File: src/rtl/sw_axi_pkg.sv
// Shared AXI4-Lite definitions: response codes and the bridge-port FSM state
// encoding. Imported by every sw_axi block.
package sw_axi_pkg;

  // AXI4-Lite response codes
  localparam logic [1:0] RESP_OKAY   = 2'b00;
  localparam logic [1:0] RESP_EXOKAY = 2'b01;
  localparam logic [1:0] RESP_SLVERR = 2'b10;
  localparam logic [1:0] RESP_DECERR = 2'b11;

  // Bridge-port transaction FSM: one transaction in flight at a time.
  typedef enum logic [2:0] {
    ST_IDLE  = 3'd0,
    ST_REQ   = 3'd1,
    ST_WAIT  = 3'd2,
    ST_BRESP = 3'd3,
    ST_RRESP = 3'd4
  } state_e;

endpackage

File: src/rtl/axi4lite_bridge_port.sv
// AXI4-Lite slave port that serialises AW/W and AR traffic into a single
// request/response stream toward a bridge, one transaction outstanding.
//
// Optional feature: define SW_AXI_TIMEOUT_EN to bound the WAIT state. After
// TIMEOUT_CYCLES cycles without rsp_valid the transaction completes with
// SLVERR (rdata = 0) and exactly one late rsp_valid is later swallowed in IDLE.
//
// Handshake rule for every channel: a transfer happens on the rising clk edge
// where valid and ready are both high; the valid side holds valid and its
// payload stable until that edge and never waits on ready to raise valid.
module axi4lite_bridge_port
  import sw_axi_pkg::*;
#(
  parameter int ADDR_WIDTH     = 32,
  parameter int DATA_WIDTH     = 32,
  parameter int TIMEOUT_CYCLES = 1024
) (
  input  logic                      clk,
  input  logic                      rst,
  // AW channel
  input  logic                      s_awvalid,
  output logic                      s_awready,
  input  logic [ADDR_WIDTH-1:0]     s_awaddr,
  input  logic [2:0]                s_awprot,
  // W channel
  input  logic                      s_wvalid,
  output logic                      s_wready,
  input  logic [DATA_WIDTH-1:0]     s_wdata,
  input  logic [DATA_WIDTH/8-1:0]   s_wstrb,
  // B channel
  output logic                      s_bvalid,
  input  logic                      s_bready,
  output logic [1:0]                s_bresp,
  // AR channel
  input  logic                      s_arvalid,
  output logic                      s_arready,
  input  logic [ADDR_WIDTH-1:0]     s_araddr,
  input  logic [2:0]                s_arprot,
  // R channel
  output logic                      s_rvalid,
  input  logic                      s_rready,
  output logic [DATA_WIDTH-1:0]     s_rdata,
  output logic [1:0]                s_rresp,
  // request toward the bridge
  output logic                      req_valid,
  input  logic                      req_ready,
  output logic                      req_write,
  output logic [ADDR_WIDTH-1:0]     req_addr,
  output logic [2:0]                req_prot,
  output logic [DATA_WIDTH-1:0]     req_data,
  output logic [DATA_WIDTH/8-1:0]   req_strb,
  // response from the bridge
  input  logic                      rsp_valid,
  output logic                      rsp_ready,
  input  logic [DATA_WIDTH-1:0]     rsp_data,
  input  logic [1:0]                rsp_resp
);

  state_e                  state;
  logic                    last_write;   // 1 = previous grant was a write
  logic [1:0]              resp_q;
  logic [DATA_WIDTH-1:0]   rdata_q;

  logic                    wr_elig;
  logic                    rd_elig;
  logic                    grant_wr;
  logic                    grant_rd;
  logic                    timed_out;
  logic                    drop_ready;

  // Eligibility and round-robin arbitration between a complete write
  // (AW and W together) and a read; only evaluated in IDLE and out of reset.
  always_comb begin
    wr_elig  = s_awvalid & s_wvalid;
    rd_elig  = s_arvalid;
    grant_wr = 1'b0;
    grant_rd = 1'b0;
    if (!rst && state == ST_IDLE) begin
      grant_wr = wr_elig & (~rd_elig | ~last_write);
      grant_rd = rd_elig & (~wr_elig |  last_write);
    end
  end

  assign s_awready = grant_wr;
  assign s_wready  = grant_wr;
  assign s_arready = grant_rd;

  assign req_valid = (state == ST_REQ);
  assign s_bvalid  = (state == ST_BRESP);
  assign s_rvalid  = (state == ST_RRESP);
  assign s_bresp   = resp_q;
  assign s_rresp   = resp_q;
  assign s_rdata   = rdata_q;

  // WAIT accepts the real response; IDLE may swallow one stale response
  // left over from a timed-out transaction.
  assign rsp_ready = ~rst & ((state == ST_WAIT) | ((state == ST_IDLE) & drop_ready));

`ifdef SW_AXI_TIMEOUT_EN
  localparam int CNT_W = (TIMEOUT_CYCLES > 1) ? $clog2(TIMEOUT_CYCLES) : 1;

  logic [CNT_W-1:0] wait_cnt;
  logic             drop_pending;

  // The last WAIT cycle without a response triggers the timeout.
  assign timed_out  = (state == ST_WAIT) & ~rsp_valid &
                      (wait_cnt == CNT_W'(TIMEOUT_CYCLES - 1));
  assign drop_ready = drop_pending;

  // Counts WAIT cycles spent without a response; restarts on entry to WAIT.
  always_ff @(posedge clk) begin
    if (rst) begin
      wait_cnt <= '0;
    end else if (state == ST_WAIT && !rsp_valid) begin
      wait_cnt <= wait_cnt + 1'b1;
    end else begin
      wait_cnt <= '0;
    end
  end

  // Remembers that a timed-out response is still owed by the bridge and
  // must be discarded when it turns up in IDLE.
  always_ff @(posedge clk) begin
    if (rst) begin
      drop_pending <= 1'b0;
    end else if (timed_out) begin
      drop_pending <= 1'b1;
    end else if (state == ST_IDLE && rsp_valid) begin
      drop_pending <= 1'b0;
    end
  end
`else
  assign timed_out  = 1'b0;
  assign drop_ready = 1'b0;
`endif

  // Transaction FSM plus request/response payload registers.
  always_ff @(posedge clk) begin
    if (rst) begin
      state      <= ST_IDLE;
      last_write <= 1'b0;
      req_write  <= 1'b0;
      req_addr   <= '0;
      req_prot   <= '0;
      req_data   <= '0;
      req_strb   <= '0;
      resp_q     <= RESP_OKAY;
      rdata_q    <= '0;
    end else begin
      case (state)
        ST_IDLE: begin
          if (grant_wr) begin
            req_write  <= 1'b1;
            req_addr   <= s_awaddr;
            req_prot   <= s_awprot;
            req_data   <= s_wdata;
            req_strb   <= s_wstrb;
            last_write <= 1'b1;
            state      <= ST_REQ;
          end else if (grant_rd) begin
            req_write  <= 1'b0;
            req_addr   <= s_araddr;
            req_prot   <= s_arprot;
            req_data   <= '0;
            req_strb   <= '0;
            last_write <= 1'b0;
            state      <= ST_REQ;
          end
        end
        ST_REQ: begin
          if (req_ready) begin
            state <= ST_WAIT;
          end
        end
        ST_WAIT: begin
          if (rsp_valid) begin
            resp_q <= rsp_resp;
            if (!req_write) begin
              rdata_q <= rsp_data;
            end
            state <= req_write ? ST_BRESP : ST_RRESP;
          end else if (timed_out) begin
            resp_q  <= RESP_SLVERR;
            rdata_q <= '0;
            state   <= req_write ? ST_BRESP : ST_RRESP;
          end
        end
        ST_BRESP: begin
          if (s_bready) begin
            state <= ST_IDLE;
          end
        end
        ST_RRESP: begin
          if (s_rready) begin
            state <= ST_IDLE;
          end
        end
        default: state <= ST_IDLE;
      endcase
    end
  end

endmodule
File: config.mk
export PLATFORM = sky130hd
export DESIGN_NAME = axi4lite_bridge_port
export DESIGN_NICKNAME = d
export VERILOG_FILES = /design/src/rtl/sw_axi_pkg.sv /design/src/rtl/axi4lite_bridge_port.sv
export SDC_FILE = /design/constraint.sdc
export NUM_CORES = 1
export LEC_CHECK = 0
export BUFFER_PORTS_ARGS = -buffer_cell sky130_fd_sc_hd__buf_2
export CAP_MARGIN = 40
export CORE_ASPECT_RATIO = 2
export CORE_MARGIN = 8
export CORE_UTILIZATION = 49
export CTS_BUF_LIST = sky130_fd_sc_hd__clkbuf_4
export DETAILED_ROUTE_END_ITERATION = 12
export PLACE_DENSITY = 0.87
export SETUP_SLACK_MARGIN = 0.4
export SYNTH_ARGS = -nofsm -noshare
export SYNTH_HDL_FRONTEND = slang
export SYNTH_SLANG_ARGS = --single-unit
File: constraint.sdc
create_clock -name clk -period 5 [get_ports clk]
set_input_delay 0.75 -clock clk [delete_from_list [all_inputs] [get_ports clk]]
set_output_delay 0.75 -clock clk [all_outputs]
set_load 0.02 [all_outputs]
# [Word-level counts from Yosys, hierarchy flattened]
# Cells that the tools add are included.
[totals] ff_bits=109 in_bits=149 word_cells=55
[op_classes] n_eq_ne=9 mux=20 bitwise=10 n_reduce_logical=8
[op_table] op="2-to-1 mux 32 bit" count=4
[op_table] op="2-to-1 mux 3 bit" count=9
[op_table] op="one-hot mux 3 bit (5 select lines)" count=1
[op_table] op="2-to-1 mux 4 bit" count=2
[op_table] op="equality test 3 x 2 -> 1 bit (second input constant)" count=2
[op_table] op="inequality test 2 x 1 -> 1 bit (second input constant)" count=3
[op_table] op="AND reduction 5 bit" count=1
[op_table] op="AND 1 bit" count=4
[op_table] op="2-to-1 mux 1 bit" count=4
[op_table] op="inverter 1 bit" count=4
[op_table] op="AND reduction 2 bit" count=2
[op_table] op="equality test 3 x 1 -> 1 bit (second input constant)" count=1
[op_table] op="equality test 3 bit (second input constant)" count=1
[op_table] op="zero test 3 bit" count=1
[op_table] op="inequality test 3 bit (second input constant)" count=1
[op_table] op="AND reduction 3 bit" count=1
[op_table] op="inequality test 2 bit (second input constant)" count=1
[op_table] op="OR 1 bit" count=2
[op_table] op="nonzero test 2 bit" count=1
[op_table] op="logical AND 1 bit" count=1
[op_table] op="zero test 1 bit" count=1

# [Depth between registers and ports, before layout]
[logic_depth] depth_word=8 depth_mapped=6

# [Worst setup path after synthesis]
# Ideal clock, no wire load.
[synth_path] kind="input-to-output" start="input port rst" end="output port s_wready" arrival_time_ns=1.950 path_slack_ns=2.300 stages=4 cell_sequence="or4_4 > buf_6 > nor3_2 > buf_4"
[synth_between] elab_chain_len=3
[synth_rtl] item="start, declared" line="axi4lite_bridge_port.sv:19" source="input logic rst,"
[synth_rtl] item="zero test 1 bit" line="axi4lite_bridge_port.sv:78" source="if (!rst && state == ST_IDLE) begin"
[synth_rtl] item="logical AND 1 bit" line="axi4lite_bridge_port.sv:78"
[synth_rtl] item="2-to-1 mux 1 bit" line="axi4lite_bridge_port.sv:78"
[synth_rtl] item="end, declared" line="axi4lite_bridge_port.sv:27" source="output logic s_wready,"
# Every way passes these cells.

# [Worst setup path in the final report]
[layout_path] start="register state[1]" end="output port rsp_ready"
[layout_between] elab_chain_len=2
[layout_rtl] item="start, declared" line="axi4lite_bridge_port.sv:59" source="state_e state;"
[layout_rtl] item="start signal, assigned" line="axi4lite_bridge_port.sv:181" source="state <= req_write ? ST_BRESP : ST_RRESP;"
[layout_rtl] item="start signal, assigned" line="axi4lite_bridge_port.sv:185" source="state <= req_write ? ST_BRESP : ST_RRESP;"
[layout_rtl] item="equality test 3 x 2 -> 1 bit" line="axi4lite_bridge_port.sv:97" source="assign rsp_ready = ~rst & ((state == ST_WAIT) | ((state == ST_IDLE) & drop_ready));"
[layout_rtl] item="AND 1 bit" line="axi4lite_bridge_port.sv:97"
[layout_rtl] item="end, declared" line="axi4lite_bridge_port.sv:54" source="output logic rsp_ready,"
# Every way passes these cells.

==> impl_metrics.ini <==
[run_status]
outcome = finished clean

[placed_design]
dp_cells = 872
hpwl_um = 12500
dpl_cell_area_um2 = 5980
io_buffer_count = 263
place.gp.congestion = 0.837

[pwr]
internal_power_mw = 1.17
swShare = 0.334
irDropWorstVdd_v = 0.000206
power.share.sequential = 0.541
power_per_cell_area_nw_per_um2 = 287
p_clk_frac = 0.227
switchingPower_uw = 585
combPwrFrac = 0.232
p_leak_nw = 2.63

[routing]
drtIter0Drc = 297
vias = 5429
first_pass_iters = 5
routed_via_density = 6.11
drc = 0
ant_nets = 0
routed_wl_um = 16800
wire_per_inst_um = 18.9

[worst_setup_path]
r2r_cells = 4
path_buf_inv = 1
crit_path_top_delay_cell = or3b_2
worstPathCellList = or3b_2 > nor2_1 > buf_2
rr_endpoint = req_addr[24]
arrival_ps = 2320
cp-start-kind = flip-flop
r2r_start = state[2]
worstSetupPathType = reg -> out
worst-endpoint-required_ps = 4250
reg2reg_slack_ps = 2950
slowest_delay_ps = 760
critPathMaxFanout = 33
startpoint = state[1]
endpoint_kind = output pin
crit_family = simple AND/OR/NAND/NOR gates

[timing]
drv_slew = 0
hold_viol = 0
fin_crit_sh = 0.614
period_minus_slack_ps = 3070
rsz0062_at_grt = no
tightest_slew_ps = 917
setup_viol_count_final = 0
hold_slack_ps = 484
finalClockSkew_ps = 17.1
fmax_ghz = 0.326
tns_ps = 0
maxSlewHeadroom = 0.387

[synthesis]
async_flop_share = 0
synth_seq_cells = 109
syn_nets = 718
yosysWarnings = 0
synth_top_area_frac = 0.462
netlist_area_um2 = 4720
syn_inst = 569
synth_area_leader_cell = dfxtp_1
syn_area_per_cell_um2 = 8.30
synth_edf_count = 0
synth_ff_type = dfxtp_1
ys_top_cells_by_area = dfxtp_1, a21oi_1, o21ai_0
ys_types = 32
synth_seq_area_share = 0.462

[cells_and_area]
syn_to_final_growth_pct = 29.2
stdcell_count = 889
final_cell_area_um2 = 6100
final-seq-area_um2 = 2180
drive_gt1_frac = 0.384
n_fill_cell = 789
multi_input_area_um2 = 2210
nets = 928

[global_route]
antenna_found_initial = 1
grt_usage = 0.241
grt_pass1_wl_um = 25900
gr-total-overflow = 0
grt_pass1_vias = 5450
grt_max_degree = 72

[clocking]
h-tree-depth = 3
cts.sinks = 109
post_cts_resized = 0
cts_tree = built
cts-root-buf = clkbuf_4
clk_latency_ps = 460
cts-buffers-inserted = 9
cts_setup_buffers = 0
hold_buffers = 0
clk_pin_slew_ps = 160
clock_path_buffers = 2

[floorplan]
die_w_um = 85.4
start_util = 0.503
die-area_um2 = 13200
die_h_um = 155
core_area_um2 = 9380
rows = 50
io_pins = 264

[hold_path]
hold_end = s_rdata[11]
whs_path_depth = 2
min-delay-start = s_rdata[11]
hp-class = reg -> reg

[run]
drv_cap = 0
==> per-layer routing <==
layer	track usage	wire length, um	part of all wire
met1	0.239	5970	0.36
met2	0.419	8480	0.51
met3	0.0823	1620	0.097
met4	0.144	699	0.042
met5	0	0	0
==> area by class of cell <==
type	instances	area share
Clock inverter	7	0.00800
Tap cell	104	0.0213
Multi-Input combinational cell	384	0.362
Clock buffer	9	0.0111
Timing Repair Buffer	273	0.238
Inverter	2	0.00123
Antenna cell	1	0.000410
Sequential cell	109	0.358
==> cell usage after synthesis (3+ instances only) <==
| master | n |
|---|---|
| nand3_1 | 68 |
| a21oi_1 | 105 |
| nor2b_1 | 3 |
| nand2_1 | 5 |
| and2_1 | 3 |
| buf_2 | 11 |
| nand4_1 | 36 |
| clkbuf_1 | 53 |
| dfxtp_1 | 109 |
| buf_4 | 3 |
| buf_6 | 5 |
| o21ai_0 | 103 |
| a311oi_1 | 35 |
| nor2_1 | 7 |
==> flip-flops by register name (all words and copies together), names as in the netlist <==
name and count:
req_strb 4, last_write 1, req_addr 32, state 3
req_prot 3, s_rdata 32, req_data 32, s_bresp 2
==> power by group through the flow <==
stage,clock (mW),combinational [mW],sequential [mW]
2_1_floorplan,0,0.201,1.01
3_3_place_gp,0,0.382,0.964
3_5_place_dp,0,0.406,0.964
4_1_cts,0.408,0.407,0.947
5_1_grt,0.440,0.440,0.952
6_report,0.398,0.406,0.947
==> per-stage QoR <==
step	total power [mW]	setup slack, ps	util
6_report	1.75	1930	0.650
5_1_grt	1.83	1830	0.650
2_1_floorplan	1.21	2300	-
3_3_place_gp	1.35	2020	0.626
4_1_cts	1.76	1880	0.650
3_5_place_dp	1.37	2030	0.637
==> cell usage in the layout, fill, tap and decap left out, drive strengths merged <==
| cell type | n |
|---|---|
| nand4 | 36 |
| or4 | 1 |
| a31o | 1 |
| nor2b | 3 |
| a311oi | 35 |
| buf | 273 |
| o21ai | 103 |
| and4bb | 1 |
| nand2b | 2 |
| nor3 | 1 |
| nand2 | 5 |
| nor2 | 8 |
| nand3 | 68 |
| clkbuf | 9 |
| and2 | 3 |
| diode | 1 |
| nor3b | 2 |
| inv | 4 |
| or3b | 1 |
| mux2i | 2 |
| a21o | 1 |
| a21bo | 1 |
| o211ai | 2 |
| a22oi | 1 |
| dfxtp | 109 |
| a21oi | 106 |
| clkinv | 5 |
| nor4 | 1 |
==> worst max path at each step <==
| stage | to | slack, ps | cells after the start |
|---|---|---|---|
| floorplan | s_wready | 2300 | 4 |
| global placement | s_wready | 2020 | 4 |
| detailed placement | s_awready | 2030 | 4 |
| CTS | rsp_ready | 1880 | 3 |
| global route | rsp_ready | 1830 | 3 |
| finish | rsp_ready | 1930 | 3 |
==> worst reg2reg max path, stage by stage (launching register included) <==
cell,delay (ps)
dfxtp_1,440
nor4_4,380
buf_4,620
a21oi_1,210
a311oi_1,320
==> logic make-up (layout without fill, tap and decap cells) <==
group	count (synthesis)	in the layout	share of synthesized area
compound gates	250	250	0.298
buf+inv	76	291	0.0742
flops	109	109	0.462
mux	2	2	0.00424
other cells	0	1	0
simple gates	132	132	0.162
Power figures use the tool's default switching activity.
